### config.mk
export PLATFORM = sky130hd
export DESIGN_NAME = fft_peak_tracker
export DESIGN_NICKNAME = d
export VERILOG_FILES = /design/src/rtl/fft_pkg.sv /design/src/rtl/ema_update.sv /design/src/rtl/fft_peak_tracker.sv
export SDC_FILE = /design/constraint.sdc
export NUM_CORES = 1
export LEC_CHECK = 0
export CAP_MARGIN = 20
export CELL_PAD_IN_SITES_DETAIL_PLACEMENT = 0
export CELL_PAD_IN_SITES_GLOBAL_PLACEMENT = 1
export CORE_UTILIZATION = 40
export DETAILED_ROUTE_END_ITERATION = 10
export PLACE_DENSITY_LB_ADDON = 0.1
export SYNTH_ARGS = -nofsm -noshare
export SYNTH_HDL_FRONTEND = slang
export SYNTH_SLANG_ARGS = --single-unit
### constraint.sdc
create_clock -name clk -period 21.1 [get_ports clk]
set_input_delay 5.275 -clock clk [delete_from_list [all_inputs] [get_ports clk]]
set_output_delay 5.275 -clock clk [all_outputs]
set_load 0.05 [all_outputs]
### src/rtl/fft_pkg.sv
// Shared FFT constants and types: bin count, power width and the tracker state encoding.
package fft_pkg;

    localparam int unsigned NBINS = 8;
    localparam int unsigned BIN_W = 8;
    localparam int unsigned IDX_W = 3;

    typedef logic [IDX_W-1:0] bin_idx_t;
    typedef logic [BIN_W-1:0] bin_pow_t;

    typedef enum logic {IDLE, COLLECT} state_e;

    localparam bin_idx_t LAST_IDX = bin_idx_t'(NBINS - 1);

endpackage

### src/rtl/ema_update.sv
// Shared exponential-average datapath: avg + ((new - avg) >>> AVG_SHIFT), or new when priming.
module ema_update
    import fft_pkg::*;
#(
    parameter int unsigned AVG_SHIFT = 2
) (
    input  logic [BIN_W-1:0] old_pow,
    input  logic [BIN_W-1:0] new_pow,
    input  logic             prime,
    output logic [BIN_W-1:0] avg
);

    logic signed [BIN_W:0] diff;
    logic signed [BIN_W:0] step;
    logic signed [BIN_W:0] sum;

    // One extra bit holds the signed difference; the sum always lands back in 0..2^BIN_W-1.
    always_comb begin
        diff = $signed({1'b0, new_pow}) - $signed({1'b0, old_pow});
        step = diff >>> AVG_SHIFT;
        sum  = $signed({1'b0, old_pow}) + step;
        avg  = prime ? new_pow : bin_pow_t'(sum);
    end

endmodule

### src/rtl/fft_peak_tracker.sv
// Averages the serial per-bin power stream and reports the strongest bin once per frame,
// with a hysteretic tone-detect flag.
module fft_peak_tracker
    import fft_pkg::*;
#(
    parameter int unsigned AVG_SHIFT = 2,
    parameter bit          SKIP_DC   = 1'b1
) (
    input  logic             clk,
    input  logic             rst_n,
    input  logic             ena,
    input  logic             bin_valid,
    input  logic [IDX_W-1:0] bin_idx,
    input  logic [BIN_W-1:0] bin_pow,
    input  logic [BIN_W-1:0] thr_on,
    input  logic [BIN_W-1:0] thr_off,
    output logic             peak_valid,
    output logic [IDX_W-1:0] peak_idx,
    output logic [BIN_W-1:0] peak_pow,
    output logic             detect,
    output logic             frame_err,
    output logic [7:0]       frame_cnt
);

    state_e   state_q, state_d;
    bin_idx_t exp_q, exp_d;
    bin_pow_t avg_q [NBINS];
    logic     prime_q;

    bin_idx_t best_idx_q, best_idx_d;
    bin_pow_t best_pow_q, best_pow_d;
    logic     best_valid_q, best_valid_d;

    bin_idx_t peak_idx_q;
    bin_pow_t peak_pow_q;
    logic     detect_q;
    logic     peak_valid_q;
    logic     frame_err_q;
    logic [7:0] frame_cnt_q;

    logic     beat;
    logic     accept;
    logic     seq_err;
    logic     last;
    bin_pow_t ema_avg;

    assign beat = ena & bin_valid;

    ema_update #(
        .AVG_SHIFT (AVG_SHIFT)
    ) u_ema (
        .old_pow (avg_q[bin_idx]),
        .new_pow (bin_pow),
        .prime   (prime_q),
        .avg     (ema_avg)
    );

    always_comb begin
        state_d      = state_q;
        exp_d        = exp_q;
        accept       = 1'b0;
        seq_err      = 1'b0;
        best_idx_d   = best_idx_q;
        best_pow_d   = best_pow_q;
        best_valid_d = best_valid_q;

        if (beat) begin
            case (state_q)
                IDLE:    accept = (bin_idx == '0);
                COLLECT: begin
                    if (bin_idx == exp_q) begin
                        accept = 1'b1;
                    end else begin
                        seq_err = 1'b1;
                        // A stray bin 0 is taken as the start of a fresh frame.
                        accept  = (bin_idx == '0);
                        if (!accept) state_d = IDLE;
                    end
                end
                default: state_d = IDLE;
            endcase
        end

        last = accept && (bin_idx == LAST_IDX);

        if (accept) begin
            exp_d   = bin_idx + 1'b1;
            state_d = last ? IDLE : COLLECT;
            if (bin_idx == '0) begin
                best_valid_d = !SKIP_DC;
                best_idx_d   = '0;
                best_pow_d   = SKIP_DC ? '0 : ema_avg;
            end else if (!best_valid_q || ema_avg > best_pow_q) begin
                best_valid_d = 1'b1;
                best_idx_d   = bin_idx;
                best_pow_d   = ema_avg;
            end
        end
    end

    always_ff @(posedge clk) begin
        if (!rst_n) begin
            state_q      <= IDLE;
            exp_q        <= '0;
            prime_q      <= 1'b1;
            best_idx_q   <= '0;
            best_pow_q   <= '0;
            best_valid_q <= 1'b0;
            peak_idx_q   <= '0;
            peak_pow_q   <= '0;
            detect_q     <= 1'b0;
            peak_valid_q <= 1'b0;
            frame_err_q  <= 1'b0;
            frame_cnt_q  <= '0;
            for (int i = 0; i < NBINS; i++) avg_q[i] <= '0;
        end else begin
            state_q      <= state_d;
            exp_q        <= exp_d;
            best_idx_q   <= best_idx_d;
            best_pow_q   <= best_pow_d;
            best_valid_q <= best_valid_d;
            peak_valid_q <= last;
            frame_err_q  <= seq_err;
            if (accept) avg_q[bin_idx] <= ema_avg;
            if (last) begin
                peak_idx_q  <= best_idx_d;
                peak_pow_q  <= best_pow_d;
                frame_cnt_q <= frame_cnt_q + 8'd1;
                prime_q     <= 1'b0;
                if (best_pow_d >= thr_on) detect_q <= 1'b1;
                else if (best_pow_d < thr_off) detect_q <= 1'b0;
            end
        end
    end

    assign peak_valid = peak_valid_q;
    assign peak_idx   = peak_idx_q;
    assign peak_pow   = peak_pow_q;
    assign detect     = detect_q;
    assign frame_err  = frame_err_q;
    assign frame_cnt  = frame_cnt_q;

endmodule

* After elaboration in Yosys (flattened, before gate mapping)
Memory sizes are Yosys's and may differ from the RTL's. Cells that the tools add are included. W data, S select, Z words.
Storage, ports and cells: word-level logic and storage cells 63, bits in registers 39, input port bits 31, RAM bits 64, memories kept 1
Cells by class: multiplexer cells 28, order comparisons 3, bitwise operators 2, add/subtract/negate cells 4, reductions and logical operators 11, equality and inequality tests 2
Memories:
- avg_q | depth 8, bits a word 8, read ports 1, clocked after memory_dff 0, write ports 8, RTL line fft_peak_tracker.sv:27 | bin_pow_t avg_q [NBINS];
Operator list (count):
- $mux W8 | 5
- $mux W1 | 18
- $mux W3 | 4
- $sub A8 B8 Y9 | 1
- $add A8 B1 Y8 const B | 1
- $add A8 B7 Y8 | 1
- $ge A8 B8 Y1 | 1
- $gt A8 B8 Y1 | 1
- $lt A8 B8 Y1 | 1
- $reduce_or A8 Y1 | 1
- $reduce_bool A2 Y1 | 3
- $reduce_and A2 Y1 | 2
- $add A3 B1 Y3 const B | 1
- $eq A3 B3 Y1 | 1
- $eq A3 B3 Y1 const B | 1
- $logic_not A3 Y1 | 1
- $reduce_and A3 Y1 | 1
- $pmux W1 S2 | 1
- $and A1 B1 Y1 | 1
- $logic_and A1 B1 Y1 | 1
- $logic_not A1 Y1 | 1
- $logic_or A1 B1 Y1 | 1
- $not A1 Y1 | 1

* Longest topological paths before layout
An unclocked memory read counts as a cell.
depth in word-level cells 12, gate-level depth with buffers 42, gate-level depth less buffers 40

* Hierarchy
Synthesis repeated with hierarchy kept, for this count alone.
Second synthesis, totals: cell total of the unflattened synthesis 567, area, all modules 5941.9 µm²
By module, submodules not included:
- fft_peak_tracker | area each 5203.7 µm², cells an instance 471, instances 1, sequential area each 2702.6 µm²
- ema_update | area each 738.2 µm², cells an instance 96, instances 1, sequential area each 0.0 µm²

* Worst setup path before layout
No wires, ideal clock.
path type in2reg, from input port bin_idx[0], to register detect_q, in the netlist detect, library setup time 125 ps, arrival 11869 ps, setup slack 9106 ps, cell stages on the path 35, cells stage by stage buf_6 > clkbuf_1 > clkbuf_1 > mux2i_1 > nor2_1 > nor3_1 > ha_1 > a21o_1 > a21oi_1 > o21ai_0 > and2_1 > xor2_1 > ha_1 > a2111o_1 > o221ai_1 > xnor2_1 > xor2_1 > o21a_1 > buf_6 > inv_1 > ha_1 > nand4_1 > nor2_1 > o311ai_1 > and2_1 > buf_2 > nor2_1 > a211oi_1 > ha_1 > a21o_1 > a21o_1 > a21oi_1 > o21ai_0 > a32oi_1 > o21ai_0
Between the ends: longest elaborated chain between the ends 12, elaborated cells between the ends (all ways) 21
RTL lines:
- from (decl) | RTL line fft_peak_tracker.sv:13 | input logic [IDX_W-1:0] bin_idx,
- $mem_v2 Z8 W8 (*)
- $sub A8 B8 Y9 | RTL line ema_update.sv:19 | diff = $signed({1'b0, new_pow}) - $signed({1'b0, old_pow});
- $add A8 B7 Y8 (*) | RTL line ema_update.sv:21 | sum = $signed({1'b0, old_pow}) + step;
- $mux W8 (*) | RTL line ema_update.sv:22 | avg = prime ? new_pow : bin_pow_t'(sum);
- named net ema_avg[7] | RTL line fft_peak_tracker.sv:45 | bin_pow_t ema_avg;
- $gt A8 B8 Y1 (*) | RTL line fft_peak_tracker.sv:93 | end else if (!best_valid_q || ema_avg > best_pow_q) begin
- $logic_or A1 B1 Y1 (*) | RTL line fft_peak_tracker.sv:93
- $mux W8 (*) | RTL line fft_peak_tracker.sv:93
- $mux W8 (*) | RTL line fft_peak_tracker.sv:89 | if (bin_idx == '0) begin
- $mux W8 (*) | RTL line fft_peak_tracker.sv:86 | if (accept) begin
- named net best_pow_d[2] | RTL line fft_peak_tracker.sv:31 | bin_pow_t best_pow_q, best_pow_d;
- $ge A8 B8 Y1 / $lt A8 B8 Y1 (equally long branches) | RTL line fft_peak_tracker.sv:130, fft_peak_tracker.sv:131
- $reduce_bool A2 Y1 (no source line)
- $reduce_and A2 Y1 (no source line)
- to (signal assigned) | RTL line fft_peak_tracker.sv:111 | detect_q <= 1'b0;
- to (signal assigned) | RTL line fft_peak_tracker.sv:130 | if (best_pow_d >= thr_on) detect_q <= 1'b1;
- to (signal assigned) | RTL line fft_peak_tracker.sv:131 | else if (best_pow_d < thr_off) detect_q <= 1'b0;
- to (decl) | RTL line fft_peak_tracker.sv:36 | logic detect_q;
Mark *: on every way through the listed nets, which the timed path passes. The rest lies on a longest branch. A chain may end at the register's enable or synchronous reset.

* Worst setup path in the final report
from input port bin_idx[1], to register detect_q, in the netlist detect
Between the ends: longest elaborated chain between the ends 12, elaborated cells between the ends (all ways) 21
RTL lines (RTL line):
- $mem_v2 Z8 W8 (*)
- $sub A8 B8 Y9 | ema_update.sv:19
- $add A8 B7 Y8 (*) | ema_update.sv:21
- $mux W8 (*) | ema_update.sv:22
- named net ema_avg[7] | fft_peak_tracker.sv:45
- $gt A8 B8 Y1 | fft_peak_tracker.sv:93
- $logic_or A1 B1 Y1 | fft_peak_tracker.sv:93
- $mux W8 (*) | fft_peak_tracker.sv:93
- $mux W8 (*) | fft_peak_tracker.sv:89
- $mux W8 (*) | fft_peak_tracker.sv:86
- $ge A8 B8 Y1 / $lt A8 B8 Y1 (equally long branches) | fft_peak_tracker.sv:130, fft_peak_tracker.sv:131
- $reduce_bool A2 Y1 (no source line)
- $reduce_and A2 Y1 (no source line)
Marked as above.

==> flow_summary.ini <==
[run_status]
run_status = finished, final reports clean

[timing]
slew_headroom_pct = 46.31
holdWs_ns = 0.4602
final.setup.tns_ns = 0
worst_pin_slew_ns = 0.7829
rsz0062_at_grt = no
layout_setup_ws_ns = 7.924
hold_viol_final = 0
fmax_mhz = 75.89
slew_viol_final = 0
fin_skew_ns = 0.007981
period_minus_slack_ns = 13.18
finalCritPeriodShare_pct = 62.45
finalSetupViolations = 0

[pwr]
powerDensity_nw_per_um2 = 71.35
power_frac_comb_pct = 15.7
pwr-share-seq_pct = 45.1
p_sw_uw = 127.7
swShare_pct = 26.33
clockPowerShare_pct = 39.2
internal_power_uw = 357.3
p_leak_nw = 2.807
ir_worst_vdd_mv = 0.04227

[logic_synthesis]
yosys-top-cells-area = edfxtp_1 (33%), dfxtp_1 (14%), ha_1 (9.3%)
ys_seq_area_share_pct = 46.92
yosys_register_bits = 103
synth_mux_area_share_pct = 6.212
synthArstFlopShare_pct = 0
synthSimpleGateAreaFrac_pct = 18.51
synth_top_family_by_area = simple AND/OR/NAND/NOR gates
syn_area_um2 = 5761
yosys.area.top_type = edfxtp_1
synth_cell_types = 57
synth_edf_count = 64
synth-xor-area-share_pct = 3.345
synth_top_flop_cell = edfxtp_1
postSynthCellCount = 600
ys_warn_count = 0
synth_fp_nets = 675
synth_area_per_cell_um2 = 9.601
synthDominantCellAreaShare_pct = 33.36
synth_compound_area_share_pct = 10.30
synthAdderAreaFrac_pct = 9.687

[global_routing]
grt_pass1_vias = 4249
grt_antenna_before_repair = 0
grt_max_degree = 33
grt_pass1_wl_um = 23130
grt_overflow = 0
track_usage_pct = 21.02

[worst_setup_path]
cp-end-kind = flip-flop
startpoint = bin_idx[1]
crit_type = in2reg
path_common_cell = o21ai_0
arrival_ns = 13.42
start_kind = input port
rr_endpoint = detect$_SDFFE_PN0P_
worstPathMaxFanout = 25
r2r_cells = 34
r2r_setup_slack_ns = 13.43
critPathSlowestCell = clkdlybuf4s50_1
reg2reg_from = avg_q[4][4]$_SDFFCE_PN0P_
slowest_delay_ns = 0.46
worstPathRequired_ns = 21.35

[route]
antenna_left = 0
drt_iter0_drc = 316
drt-wirelength-per-cell_um = 17.56
firstDrtPassIters = 4
via_per_inst = 5.300
dr_total_vias = 4410
drt_wl_total_um = 14610
drcViolationCount = 0

[final_layout]
layout.cells.non_filler = 832
diodes = 0
fillers = 1308
design_area_um2 = 6798
nets = 722
drive_above_1_share_pct = 6.595
synthToLayoutAreaGrowth_pct = 18.01

[place]
dpl_cell_area_um2 = 6464
dp_slack_ns = 7.500
post-dp-hpwl_um = 10340
place.gp.congestion = 0.8052
io_buffers = 52
placed_cells = 816

[clock_tree]
clockBufferDepth = 2
cts_resized = 0
cts_hold_buf = 0
cts.sinks = 103
tritoncts = yes
clk_latency_ns = 0.36
cts_root_buf = clkbuf_16
cts_setup_buffers = 0
htree_levels = 3
cts-buffers-inserted = 9
clkTransAtPathRegs_ns = 0.07

[min_path]
whs_endpoint = peak_idx[2]$_SDFFE_PN0P_
hold_path_depth = 2
hp-start = peak_idx[2]$_SDFFE_PN0P_
min_path_type = reg2reg

[floorplanning]
dieWidth_um = 122.0
io-pin-count = 53
dieArea_um2 = 14890
initial_core_util_pct = 41.18
core_um2 = 13990
num_rows = 43
die_y_um = 122.0

[job]
cap_violations = 0
## metal layers
layer	vias to the layer above	track usage [%]	routed length (µm)
met5	-	0	0
met4	0	9.259	348
met3	26	3.184	623
met2	106	31.36	6511
met1	2109	30.01	7129
li1	2169	-	-
## cell usage in the layout (no fill, tap or decap), types with 2 or more instances in the layout
master and n:
a211oi_1 5, a21boi_0 2, a21o_1 7, a21oi_1 39, a31oi_1 3, and2_1 11, and3_1 2, buf_4 11
bufinv_16 2, clkbuf_16 9, clkdlybuf4s50_1 52, dfxtp_1 39, edfxtp_1 64, ha_1 43, inv_1 43, inv_6 3
inv_8 2, mux2_2 2, mux2i_1 14, mux4_2 8, nand2_1 67, nand2b_1 3, nand3_1 16, nand3b_1 2
nand4_1 4, nor2_1 112, nor2b_1 4, nor3_1 7, o211ai_1 2, o21a_1 5, o21ai_0 15, o41ai_1 2
or3_1 6, xnor2_1 11, xor2_1 11
## kinds of logic after synthesis
group / count (synthesis)
flip-flops: 103
AO/OA/AOI/OAI: 93
AND/OR/NAND/NOR: 242
buffers and inverters: 71
adder cells (fa/ha/maj): 44
XOR/XNOR: 22
multiplexers: 25
## worst max-delay path: cells and delay by family
kind	cells	cell delay [ns]
xor+xnor	3	0.65
fa+ha+maj	4	1.30
buf+inv	5	1.36
compound gates	17	3.35
simple gates	9	1.49
## cell usage after synthesis (all sizes together) (8+ instances only)
master,n
edfxtp,64
dfxtp,39
ha,43
o21ai,16
a21oi,39
xnor2,11
mux2i,14
and2,12
buf,11
inv,43
clkbuf,16
xor2,11
nand3,17
nor2,112
mux4,8
nand2,67
## through the flow
step           power [mW]  utilization, %
2_1_floorplan      0.2767               -
3_3_place_gp       0.2990           46.21
3_5_place_dp       0.2991           46.21
4_1_cts            0.4878           48.60
5_1_grt            0.5044           48.60
6_report           0.4850           48.60
## final cells by class
class,instances,area [µm²],area share [%]
Clock buffer,9,225.2,3.313
Clock inverter,7,108.9,1.601
Tap cell,180,225.2,3.313
Inverter,44,165.2,2.430
Timing Repair Buffer,63,603.1,8.872
Sequential cell,103,2703,39.76
Multi-Input combinational cell,426,2768,40.71
## sequential cells by signal, summed over array words and instances, names as in the netlist
name	cells
frame_cnt	8
avg_q	64
best_valid_q	1
best_idx_q	3
frame_err	1
peak_valid	1
prime_q	1
exp_q	3
state_q	1
detect	1
peak_pow	8
best_pow_q	8
peak_idx	3
## worst max-delay path by stage
stage,end,slack [ns]
final,detect$_SDFFE_PN0P_,7.92
after global routing,detect$_SDFFE_PN0P_,7.22
after CTS,detect$_SDFFE_PN0P_,7.83
after detailed placement,detect$_SDFFE_PN0P_,7.50
after global placement,detect$_SDFFE_PN0P_,7.64
after floorplan,detect$_SDFFE_PN0P_,9.11
## power groups by stage
stage / Combinational, mW / Sequential [mW] / Clock (mW)
finish: 0.0762 / 0.219 / 0.190
global route: 0.0848 / 0.219 / 0.200
global placement: 0.0756 / 0.223 / 0
CTS: 0.0765 / 0.219 / 0.192
floorplan: 0.0537 / 0.223 / 0
detailed placement: 0.0756 / 0.224 / 0
(Power assumes the default switching activity.)
